[config.mk]
export PLATFORM = sky130hd
export DESIGN_NAME = regfile_multiport
export DESIGN_NICKNAME = d
export VERILOG_FILES = /design/src/rtl/regfile_multiport.sv
export SDC_FILE = /design/constraint.sdc
export NUM_CORES = 1
export LEC_CHECK = 0
export BUFFER_PORTS_ARGS = -buffer_cell sky130_fd_sc_hd__buf_2
export CAP_MARGIN = 20
export CORE_MARGIN = 5
export CORE_UTILIZATION = 51
export CTS_CLUSTER_SIZE = 20
export DETAILED_ROUTE_END_ITERATION = 7
export HOLD_SLACK_MARGIN = 0.08
export PLACE_DENSITY_LB_ADDON = 0.3
export SLEW_MARGIN = 20
export SYNTH_ARGS = -nofsm -noshare
export SYNTH_HDL_FRONTEND = slang
export SYNTH_SLANG_ARGS = --single-unit
[constraint.sdc]
create_clock -name clk -period 10.28 [get_ports clk]
set_clock_uncertainty 0.2 [all_clocks]
set_input_delay 2.056 -clock clk [delete_from_list [all_inputs] [get_ports clk]]
set_output_delay 2.056 -clock clk [all_outputs]
set_load 0.1 [all_outputs]
[src/rtl/regfile_multiport.sv]
// Multi-read-port integer register file with x0 hardwired to zero and a post-reset clear sweep.
// Optional retire trace outputs are enabled with the REGFILE_RVFI_EN macro.
module regfile_multiport #(
  parameter int XLEN   = 32,
  parameter int NREGS  = 32,
  parameter int NREAD  = 2,
  parameter int BYPASS = 1,
  localparam int AW    = $clog2(NREGS)
) (
  input  logic                  clk,
  input  logic                  rst,
  input  logic [NREAD*AW-1:0]   rs_addr,
  output logic [NREAD*XLEN-1:0] rs_data,
  input  logic [AW-1:0]         rd_addr,
  input  logic [XLEN-1:0]       rd_data,
  input  logic                  write,
  output logic                  ready,
  output logic                  write_err
`ifdef REGFILE_RVFI_EN
  ,
  output logic [AW-1:0]         rvfi_rd_addr,
  output logic [XLEN-1:0]       rvfi_rd_wdata
`endif
);

  typedef enum logic {S_CLEAR = 1'b0, S_RUN = 1'b1} state_t;

  state_t          r_state;
  state_t          w_state_nxt;
  logic [AW-1:0]   r_ptr;
  logic [AW-1:0]   w_ptr_nxt;
  logic            r_write_err;
  logic            w_mem_we;
  logic [AW-1:0]   w_mem_addr;
  logic [XLEN-1:0] w_mem_wdata;
  logic [XLEN-1:0] r_mem [NREGS];

  always_ff @(posedge clk) begin
    if (rst) begin
      r_state <= S_CLEAR;
      r_ptr   <= AW'(1);
    end else begin
      r_state <= w_state_nxt;
      r_ptr   <= w_ptr_nxt;
    end
  end

  // The sweep and the writeback port share one memory write path.
  always_comb begin
    w_state_nxt = r_state;
    w_ptr_nxt   = r_ptr;
    w_mem_we    = 1'b0;
    w_mem_addr  = rd_addr;
    w_mem_wdata = rd_data;
    case (r_state)
      S_CLEAR: begin
        w_mem_we    = 1'b1;
        w_mem_addr  = r_ptr;
        w_mem_wdata = '0;
        if (r_ptr == AW'(NREGS - 1)) begin
          w_state_nxt = S_RUN;
        end else begin
          w_ptr_nxt = r_ptr + AW'(1);
        end
      end
      S_RUN: begin
        w_mem_we = write && (rd_addr != '0);
      end
      default: begin
        w_state_nxt = S_CLEAR;
      end
    endcase
  end

  always_ff @(posedge clk) begin
    if (!rst && w_mem_we) begin
      r_mem[w_mem_addr] <= w_mem_wdata;
    end
  end

  always_ff @(posedge clk) begin
    if (rst) begin
      r_write_err <= 1'b0;
    end else begin
      r_write_err <= write && (r_state != S_RUN);
    end
  end

  assign ready     = (r_state == S_RUN);
  assign write_err = r_write_err;

  always_comb begin
    rs_data = '0;
    for (int i = 0; i < NREAD; i++) begin
      if (r_state == S_RUN && rs_addr[i*AW +: AW] != '0) begin
        if (BYPASS != 0 && write && rd_addr == rs_addr[i*AW +: AW]) begin
          rs_data[i*XLEN +: XLEN] = rd_data;
        end else begin
          rs_data[i*XLEN +: XLEN] = r_mem[rs_addr[i*AW +: AW]];
        end
      end
    end
  end

`ifdef REGFILE_RVFI_EN
  // Trace reports what the write path stores, so x0 writes show as zero.
  always_ff @(posedge clk) begin
    if (rst) begin
      rvfi_rd_addr  <= '0;
      rvfi_rd_wdata <= '0;
    end else if (r_state == S_RUN && write) begin
      rvfi_rd_addr  <= rd_addr;
      rvfi_rd_wdata <= (rd_addr == '0) ? '0 : w_mem_wdata;
    end else begin
      rvfi_rd_addr  <= '0;
      rvfi_rd_wdata <= '0;
    end
  end
`endif

endmodule
# Yosys cells after proc, flatten, opt, wreduce, memory -nomap -nowiden
# Memories as Yosys holds them, arrays and structs flattened.
# Index checks and enable logic that the tools add are counted.
# totals
regBits,7
latchBits,0
mem_bits_rw,1024
mem_bits_ro,0
out_inout_bits,66
wordCells,33
memories,1
# mem_list
memory,words,word_bits,rd,rd_clocked_by_memory_dff,write_ports,line_no,text
r_mem,32,32,2,0,1,36,logic [XLEN-1:0] r_mem [NREGS];
# op_classes
addsub,1
multipliers,0
div_mod_pow,0
magnitude_cmp,0
n_eq_ne,3
shift,0
muxes,11
bitwise_logic,2
n_reduce_logical,12
# ops
operator,count
$mux W32,5
$reduce_bool A5 Y1,3
$eq A5 B5 Y1,2
$logic_and A1 B1 Y1,7
$add A5 B1 Y5 const B,1
$eq A5 B5 Y1 const B,1
$mux W5,1
$mux W1,4
$not A1 Y1,2
$pmux W1 S2,1
$reduce_and A2 Y1,1
$logic_not A1 Y1,1

# Depth between registers and ports, before layout
# logic_depth
word_depth,6
mapped_depth,9
mapped_depth_nobuf,7

# Worst setup path before layout
# OpenSTA, ideal clock, no wires.
# synth_timing
path_type,in2out
start,input port rs_addr[5]
end,output port rs_data[62]
t_arrival_ps,6390
t_required_ps,8024
path_slack_ps,1634
path_stages,8
n_path_buf,3
cell_sequence,buf_6 -> buf_8 -> buf_8 -> mux2i_1 -> a221oi_2 -> o21ai_1 -> nor4bb_1 -> a2111oi_1
# synth_between
elab_chain_cells,4
elab_cells_between_ends,7
# synth_rtl
element,line_no,text
start: declaration,12,"input logic [NREAD*AW-1:0] rs_addr,"
branches (longest 3 deep; another with $mem_v2 Z32 W32),--,
$mux W32 (*),95,if (r_state == S_RUN && rs_addr[i*AW +: AW] != '0) begin
end: declaration,13,"output logic [NREAD*XLEN-1:0] rs_data,"
# Mark *: on every way between the ends.

# Final worst setup path
# layout_timing
start,input port rs_addr[9]
end,output port rs_data[38]
# Same word-level chain as after synthesis.

==> summary.txt <==
Status
  – Status: completed

Setup path
  – Sequence of cells on the critical path: buf_4, buf_4, xor2_1, nor4_1, and3_2, nor2b_4, buf_4, a221o_1, buf_2
  – Crit path buf inv count: 4
  – CP max stage delay: 730 ps
  – Most used cell, CP: buf_4
  – Crit path max-delay cell type: nor2b_4
  – Worst EP arrival: 5780 ps
  – Crit path kind: input port to output port
  – Worst path top cell family by delay: buffers and inverters
  – Critical Path Source: rs_addr[9]
  – R2r startpoint: ready$_SDFF_PP0_
  – Worst EP required: 8020 ps
  – CP Capture Type: output port
  – Critical path startpoint category: input port
  – Crit-path max FO: 31

Layout
  – # diodes: 0
  – Most frequent cells in the layout: edfxtp_1 (1024), mux4_2 (355), mux2i_1 (256)
  – Layout cells sized above 1: 28.00%
  – Most common cell after layout, fill and taps aside: edfxtp_1
  – Area Growth Syn to Fin: 10.79%
  – Final #Nets: 2888
  – Post-route cell area: 0.05427 mm2
  – Finished Core Util: 57.04%

Route
  – # DRC: 0
  – Iteration-0 DRC Markers: 5127
  – Drt pass-1 iters: 6
  – Post-DRT Antenna Nets: 0
  – Vias per cell: 7.316
  – Detailed-route via count: 30620
  – Routed wire length: 150000 um
  – DR WL/cell: 35.83 um

Synth
  – Post-Synthesis Cells: 2773
  – Net count after synthesis: 2825
  – Post-synth top flop: edfxtp_1
  – Avg Inst Size Synth: 17.67 um2
  – Yosys top cell area share: 62.77%
  – Post-synthesis adder-cell area fraction: 0.05108%
  – Cell accounting for the most synthesized area: edfxtp_1
  – EDFF count, synth: 1024
  – Largest family of logic cells by synthesized area: multiplexers
  – Post-synthesis sequential area ratio: 63.06%
  – Ys Warns: 0
  – Yosys reg bits: 1031
  – Distinct cell type count after synthesis: 56
  – Asr flop ratio synth: 0%
  – Mux contribution to synthesized area: 23.02%
  – Post-synthesis compound-gate area fraction: 7.941%
  – Post-synthesis simple-gate area fraction: 2.845%
  – Post-synthesis xor/xnor area fraction: 0.2324%
  – Synth Cell Area: 0.04899 mm2
  – Top post-synthesis cells by area: edfxtp_1 (63%), mux4_2 (16%), mux2i_1 (5.2%)

Floorplanning
  – Total die area: 0.1024 mm2
  – Die height: 319.9 um
  – Row Count: 113
  – Area of the core: 0.09515 mm2
  – Die width: 319.9 um
  – IO Pins: 116
  – Initial core utilization: 51.48%

Global route
  – Global-route wire length before repair: 215100 um
  – Busiest grt layer: met2
  – GRT Util Overall: 28.65%
  – Pin count of the biggest net entering global routing: 130
  – Number of global-route vias before repair: 30900
  – Grt met1 use: 38.19%
  – M3 GR Usage: 6.267%
  – Total grt overflow: 0
  – Initial antenna violation count: 4
  – Met2 usage: 45.72%

Placed design
  – Dpl ws: 2334 ps
  – Placer Congestion: 0.8489
  – Detailed placement HPWL: 83000 um
  – Post-placement cell area: 0.05081 mm2
  – Buffers added on ports: 115

Clock tree
  – CTS-repair resized insts: 0
  – Clock latency on the worst-skew pair: 690 ps
  – Hold Buf Count CTS: 0
  – Htree depth: 3
  – Clock Path Buffers: 3
  – CTS Buf Count: 104
  – CTS tree: yes
  – Post-CTS Repair Setup Buffers: 0
  – CTS clk-pin slew, worst paths: 60 ps
  – TritonCTS Sinks: 1031
  – Root Buffer: clkbuf_16

STA
  – Final WS setup: 2244 ps
  – Max-slew violation count: 0
  – Highest clock rate: 124.4 MHz
  – WHS: 362.2 ps
  – Min Tclk post-route: 8036 ps
  – RSZ-0062 raised after global routing: no
  – Slew margin rel.: 20.97%
  – Final period utilization: 78.18%
  – Worst-Margin Slew: 1183 ps
  – Setup tns final: 0 ps
  – Setup violators final: 0
  – Fin. Hold Viols: 0

Power
  – Leak: 17.39 nW
  – Peak supply drop: 0.0001259 V
  – PD cells: 168.7 mW/mm2

Flow run
  – Max Cap Viol: 0

Worst hold path
  – Hold Startpoint: r_ptr[4]$_SDFFE_PP0P_
  – Hold WC Path Type: flip-flop to flip-flop
-- metrics by stage --
stage	power, mW	instances
final	9.155	4186
after global routing	9.383	4186
after CTS	9.170	4185
after detailed placement	5.367	3994
after global placement	5.353	3993
after floorplan	5.165	2773
-- cell usage after synthesis (all sizes together), types with 2 or more instances --
cell	n
and2	32
o221ai	31
a31oi	31
xor2	7
mux2i	256
nand3	35
a221o	62
or4	2
nor3	3
nor4	2
nor3b	4
clkbuf	77
nand4	2
mux4	355
dfxtp	7
mux2	64
ha	2
nor2b	5
inv	6
buf	158
and3	2
o21ai	104
nor2	110
edfxtp	1024
nand2	56
o32ai	2
o211ai	30
a21oi	34
xnor2	6
nand2b	32
a22oi	95
a221oi	126
-- kinds of logic after synthesis --
| kind of cell | after synthesis |
|---|---|
| buffers and inverters | 242 |
| multiplexers | 675 |
| flip-flops | 1031 |
| AO/OA/AOI/OAI | 519 |
| AND/OR/NAND/NOR | 291 |
| XOR/XNOR | 13 |
| adder cells (fa/ha/maj) | 2 |
-- worst min-delay path, delay by kind of cell (launching register included) --
kind	cells	cell delay (ps)
flip-flops	1	360
AO/OA/AOI/OAI	2	150
-- path summary, 6_finish.rpt --
| kind | to | slack, ps | cells after the start |
|---|---|---|---|
| worst min-delay path | r_ptr[4]$_SDFFE_PP0P_ | 360 | 2 |
| worst max-delay path | rs_data[38] | 2240 | 9 |
| worst min register to register | r_ptr[4]$_SDFFE_PP0P_ | 360 | 2 |
| worst max register to register | r_mem[17][26]$_DFFE_PP_ | 5960 | 6 |
-- area by class of cell --
| type | count | area (um2) |
|---|---|---|
| Inverter | 7 | 27.53 |
| Fill cell | 6971 | 40880 |
| Multi-Input combinational cell | 1500 | 17050 |
| Tap cell | 1265 | 1583 |
| Sequential cell | 1031 | 30890 |
| Timing Repair Buffer | 192 | 1285 |
| Clock inverter | 58 | 658.1 |
| Clock buffer | 133 | 2783 |
-- report_power, final --
| group | total (mW) | switching (mW) | internal [mW] | leakage [nW] |
|---|---|---|---|---|
| Clock | 3.86 | 1.62 | 2.24 | 1.67 |
| Combinational | 0.673 | 0.408 | 0.266 | 6.60 |
| Sequential | 4.62 | 0.0191 | 4.60 | 9.12 |
-- layer usage --
| layer | vias to the layer above | wire (um) | share of wire (%) |
|---|---|---|---|
| li1 | 11990 | - | - |
| met1 | 15850 | 53580 | 36 |
| met2 | 2327 | 71030 | 47 |
| met3 | 457 | 17670 | 12 |
| met4 | 2 | 7708 | 5.1 |
| met5 | - | 13 | 0.0087 |
-- sequential cells by signal (all words and copies together), names as in the netlist --
name and flops:
r_mem 1024, r_ptr 5, write_err 1, ready 1
No activity file was read; power rests on OpenSTA's default activity.
